==> config.mk <==
export PLATFORM = sky130hd
export DESIGN_NAME = pclk_monitor
export DESIGN_NICKNAME = d
export VERILOG_FILES = /design/src/rtl/pclk_monitor.sv
export SDC_FILE = /design/constraint.sdc
export NUM_CORES = 1
export LEC_CHECK = 0
export CORE_ASPECT_RATIO = 0.8
export CORE_MARGIN = 2
export CORE_UTILIZATION = 40
export CTS_CLUSTER_SIZE = 28
export DETAILED_ROUTE_END_ITERATION = 7
export PLACE_DENSITY = 0.71
export SYNTH_ARGS = -nofsm -noshare
export SYNTH_HDL_FRONTEND = slang
export SYNTH_SLANG_ARGS = --single-unit
==> constraint.sdc <==
create_clock -name in_clk -period 7.5 [get_ports in_clk]
set_input_delay 1.5 -clock in_clk [delete_from_list [all_inputs] [get_ports in_clk]]
set_output_delay 1.5 -clock in_clk [all_outputs]
set_load 0.01 [all_outputs]
==> src/rtl/pclk_monitor.sv <==
// pclk_monitor: measures the period of an asynchronous slow clock in in_clk cycles and reports lock and loss.
// Optional PCLK_MON_DUTY_EN also measures the high time of each monitored period.
`timescale 1ns/1ps
module pclk_monitor #(
    parameter int SYNC_STAGES = 2,
    parameter int CNT_W       = 10,
    parameter int TOLERANCE   = 1,
    parameter int LOCK_COUNT  = 4,
    parameter int TIMEOUT     = 1023
) (
    input  logic             in_clk,
    input  logic             reset,
    input  logic             mon_clk,
    output logic [CNT_W-1:0] period,
    output logic             period_valid,
    output logic             locked,
    output logic             lost,
    output logic [CNT_W-1:0] high_cycles
);

    localparam logic [CNT_W-1:0] TIMEOUT_C = CNT_W'(TIMEOUT);
    localparam logic [CNT_W-1:0] TOL_C     = CNT_W'(TOLERANCE);
    localparam logic [CNT_W-1:0] ONE_C     = CNT_W'(1);
    localparam logic [3:0]       LOCK_C    = 4'(LOCK_COUNT);

    typedef enum logic [1:0] {IDLE, MEASURE, TRACK} state_t;

    state_t                 state;
    logic [SYNC_STAGES-1:0] sync;
    logic                   sync_prev;
    logic                   sync_last;
    logic                   rise_edge;
    logic [CNT_W-1:0]       cnt;
    logic [CNT_W-1:0]       prev;
    logic [CNT_W-1:0]       diff;
    logic [3:0]             match;
    logic                   in_tol;

    assign sync_last = sync[SYNC_STAGES-1];
    assign rise_edge = sync_last & ~sync_prev;

    always_ff @(posedge in_clk) begin
        if (reset) begin
            sync      <= '0;
            sync_prev <= 1'b0;
        end else begin
            sync      <= {sync[SYNC_STAGES-2:0], mon_clk};
            sync_prev <= sync_last;
        end
    end

    // Cycle counter since the last rising edge; saturates so a dead clock reads as TIMEOUT
    always_ff @(posedge in_clk) begin
        if (reset) begin
            cnt <= '0;
        end else if (rise_edge) begin
            cnt <= ONE_C;
        end else if (cnt < TIMEOUT_C) begin
            cnt <= cnt + ONE_C;
        end
    end

    assign diff   = (cnt >= prev) ? (cnt - prev) : (prev - cnt);
    assign in_tol = (diff <= TOL_C);

    always_ff @(posedge in_clk) begin
        if (reset) begin
            state        <= IDLE;
            period       <= '0;
            period_valid <= 1'b0;
            locked       <= 1'b0;
            lost         <= 1'b0;
            prev         <= '0;
            match        <= '0;
        end else begin
            period_valid <= 1'b0;
            if (rise_edge) begin
                lost <= 1'b0;
                case (state)
                    IDLE: begin
                        state <= MEASURE;
                    end
                    MEASURE: begin
                        period       <= cnt;
                        period_valid <= 1'b1;
                        prev         <= cnt;
                        match        <= '0;
                        state        <= TRACK;
                    end
                    default: begin
                        period       <= cnt;
                        period_valid <= 1'b1;
                        prev         <= cnt;
                        if (in_tol) begin
                            if (match < LOCK_C) match <= match + 4'd1;
                            if (match >= LOCK_C - 4'd1) locked <= 1'b1;
                        end else begin
                            match  <= '0;
                            locked <= 1'b0;
                        end
                    end
                endcase
            end else if (cnt == TIMEOUT_C) begin
                lost   <= 1'b1;
                locked <= 1'b0;
                match  <= '0;
                state  <= IDLE;
            end
        end
    end

`ifdef PCLK_MON_DUTY_EN
    logic             fall_edge;
    logic             high_run;
    logic [CNT_W-1:0] high_cnt;

    assign fall_edge = ~sync_last & sync_prev;

    // High-time counter runs from the rising edge and freezes at the falling edge
    always_ff @(posedge in_clk) begin
        if (reset) begin
            high_cnt    <= '0;
            high_run    <= 1'b0;
            high_cycles <= '0;
        end else begin
            if (rise_edge) begin
                high_cnt <= ONE_C;
                high_run <= 1'b1;
            end else if (fall_edge) begin
                high_run <= 1'b0;
            end else if (high_run && (high_cnt < TIMEOUT_C)) begin
                high_cnt <= high_cnt + ONE_C;
            end
            if (rise_edge && (state != IDLE)) high_cycles <= high_cnt;
        end
    end
`else
    assign high_cycles = '0;
`endif

endmodule

==> metrics.yaml <==
status:
  run_status: "finished, final reports clean"
floorplanning:
  core_area_sq_mm: 0.00582
  rows: 25
  fp.dieArea_sq_mm: 0.00659
  starting_density_of_the_core: 0.409
  chipWidth_um: 90.3
  io_pins: 26
  fp.dieH_um: 73.0
sta:
  rsz_0062_raised_after_global_routing: "false"
  post_route_fraction_of_the_period_consumed_by_the_critical_path: 0.427
  max_slew_margin: 0.430
  clock_skew_ns: 0.00894
  hold_slack_ns: 0.443
  worst-slew-pin-transition_ns: 0.851
  timing.final.crit_period_ns: 3.21
  max_freq_ghz: 0.312
  finalWorstSetupSlack_ns: 4.29
  hold_violations: 0
  final-setup-viol-count: 0
  tns_ns: 0
  timing.final.max_slew_violations: 0
yosys:
  netlist-cell-type-count: 50
  postSynthAreaPerCell_sq_um: 7.73
  post_synth_inst_count: 308
  dominantRegCellSynth: "sky130_fd_sc_hd__dfxtp_1"
  synth_area_sq_mm: 0.00238
  synthArstFlopShare: 0
  yosysWarnings: 0
  register_area_share_after_synthesis: 0.269
  synth.ff_latch_count: 32
  synth-edff-count: 0
global_routing:
  grt_util_met2: 0.231
  total_routing_resource_utilization_after_global_routing: 0.165
  grt_max_degree: 26
  grt_util_met1: 0.240
  grt_remaining_overflow: 0
  grt_use_met3: 0.0558
  number_of_antenna_violations_at_the_first_check_in_global_routing: 0
  grt_most_used_layer: "met1"
  first_global_vias: 1797
  grt_first_pass_wirelength_um: 8680
run:
  maxCapViolCount: 0
routing:
  drt_via_density: 5.27
  drcViolationCount: 0
  post_drt_wl_per_cell_um: 13.6
  finalWirelength_um: 5410
  drt_iter0_drc: 159
  antenna_left: 0
  detailedRoute.firstPassIterationCount: 5
  detailroute.via_count: 2103
setup_path:
  cp_slowest_stage_delay_ns: 0.62
  cp_data_required_time_ns: 7.68
  crit_path_start: "prev[5]$_SDFFE_PP0P_"
  path_class: "reg -> reg"
  r2r-start: "prev[5]$_SDFFE_PP0P_"
  timing.critical_path.cells: "inv_1 -> ha_1 -> nand4_1 -> nor3_1 -> a211o_1 -> nor3b_1 -> a21oi_1 -> a211oi_2 -> nand3_1 -> o32ai_2"
  timing.critical_path.to_type: "register"
  timing.critical_path.slowest_stage_cell: "sky130_fd_sc_hd__ha_1"
  worst_ep_arrival_time_ns: 3.39
  cp-start-kind: "register"
  worstPathMaxFanout: 13
hold_path:
  min_path_type: "reg -> reg"
  holdCritStartpoint: "sync[0]$_SDFF_PP0_"
clock_tree:
  clock_tree.buffer_depth: 2
  cts_resized: 0
  cts.clk_slew.worst_paths_ns: 0.06
  tritoncts: "built"
  cts_hold_buffers_added: 0
  cts_sinks: 32
  post-cts-setup-buffers: 0
  cts_inserted_buffers: 5
  clk_root_buffer_cell: "sky130_fd_sc_hd__clkbuf_8"
  htreeDepth: 2
  clk-insertion-delay-late_ns: 0.29
layout:
  post_route_cells_drive_above_1_share: 0.0535
  final_util: 0.452
  number_of_diodes_added_for_antenna_fixing: 0
  layout.nets: 343
  layoutNonFillerInstCount: 399
  areaGrowthSynthToFinish_pct: 10.6
  finish.instance_area_sq_mm: 0.00263
placed_design:
  dp_worst_setup_slack_ns: 4.27
  dp_cells: 391
  total_half_perimeter_wirelength_after_legalization_and_detailed_placement_um: 4100
  placed_cell_area_sq_mm: 0.00254
  port_buffers: 15
  place_congestion: 0.862
power:
  power_density_mw_per_mm2: 142
  vdd.ir_drop.worst_mv: 0.120
  power.leakage_nw: 0.978
  report.power.total_uw: 374
-- power by group --
group | internal, mW | switching [mW]
clock network | 0.0745 | 0.0625
registers | 0.172 | 0.00344
logic | 0.0262 | 0.0354
-- area by class of cell --
cell class,count,area (sq um)
clock inverter,1,7.51
multi-input combinational,238,1550
tap,81,101
inverter,24,90.1
timing repair buffer,16,158
sequential,32,641
clock buffer,7,86.3
fill,589,3190
-- final timing paths --
kind | endpoint | slack [ns] | cells past startpoint
hold / removal | sync[1]$_SDFF_PP0_ | 0.44 | 1
hold reg to reg | sync[1]$_SDFF_PP0_ | 0.44 | 1
setup reg to reg | match[1]$_SDFFE_PP0P_ | 4.29 | 10
setup / recovery | match[1]$_SDFFE_PP0P_ | 4.29 | 10
-- cells in the mapped netlist (3+ instances only) --
master                     instances  area share
sky130_fd_sc_hd__xnor2_1          14       0.051
sky130_fd_sc_hd__clkbuf_1          8       0.013
sky130_fd_sc_hd__nand4_1           5       0.013
sky130_fd_sc_hd__nor3_1            7       0.015
sky130_fd_sc_hd__or3_1             3      0.0079
sky130_fd_sc_hd__xor2_1            3       0.011
sky130_fd_sc_hd__dfxtp_1          32        0.27
sky130_fd_sc_hd__a21oi_1          28       0.059
sky130_fd_sc_hd__nand2b_1          5       0.013
sky130_fd_sc_hd__nand3b_1          3      0.0095
sky130_fd_sc_hd__and3_1            4       0.011
sky130_fd_sc_hd__buf_2             3      0.0063
sky130_fd_sc_hd__buf_4            10       0.032
sky130_fd_sc_hd__a31oi_1           8       0.021
sky130_fd_sc_hd__o21a_1            3      0.0095
sky130_fd_sc_hd__inv_1            24       0.038
sky130_fd_sc_hd__nor2_1           24       0.038
sky130_fd_sc_hd__nor2b_1           7       0.018
sky130_fd_sc_hd__a21o_1            4       0.013
sky130_fd_sc_hd__nand3_1          13       0.027
sky130_fd_sc_hd__nand2_1          31       0.049
sky130_fd_sc_hd__o21ai_0          13       0.027
sky130_fd_sc_hd__ha_1             21        0.11
sky130_fd_sc_hd__a211oi_1          3      0.0095
-- worst max-delay path: cells and delay by family, from the launching register on --
kind                       cells  cell delay (ns)
adders and majority gates      1             0.62
and+or+nand+nor                4             0.96
AOI/OAI and AO/OA              4             1.00
DFF                            1             0.44
buffers and inverters          1             0.07
-- cells by family (layout without fill, tap and decap cells) --
kind of cell / Yosys count / count (layout) / synth area share
AO/OA/AOI/OAI: 80 / 80 / 0.225
XOR/XNOR: 17 / 17 / 0.0625
adder cells (fa/ha/maj): 23 / 23 / 0.127
buffers and inverters: 47 / 48 / 0.0946
flip-flops: 32 / 32 / 0.269
multiplexers: 1 / 1 / 0.00420
other: 1 / 10 / 0.00157
AND/OR/NAND/NOR: 107 / 107 / 0.216
-- cells in the final DEF, fill, tap and decap left out, drive strengths merged, types with 2 or more instances in the layout --
master	synthesis	routed
a211o	2	2
o21a	3	3
a21oi	29	29
o21ai	13	13
conb	1	10
a211oi	4	4
xor2	3	3
nand2b	5	5
a31o	2	2
nor2	24	24
nor3	7	7
nand2	31	31
nand3	13	13
clkdlybuf4s50	0	15
a31oi	9	9
fa	2	2
ha	21	21
nor2b	7	7
nand3b	3	3
dfxtp	32	32
nand4	5	5
xnor2	14	14
inv	24	24
o211ai	3	3
and3	4	4
or3	3	3
a21o	4	4
nor4	2	2
a2111oi	2	2
o31ai	2	2
clkbuf	8	7
-- per-layer routing --
metal | up-vias | share of wire
met5 | - | 0
met4 | 0 | 0.010
met1 | 970 | 0.52
met2 | 55 | 0.42
li1 | 1071 | -
met3 | 7 | 0.050
-- sequential cells by signal, summed over array words and instances (netlist names) --
name / cells
sync_prev: 1
lost: 1
match: 4
state: 2
sync: 2
prev: 10
period_valid: 1
locked: 1
cnt: 10
Power figures use the tool's default switching activity.
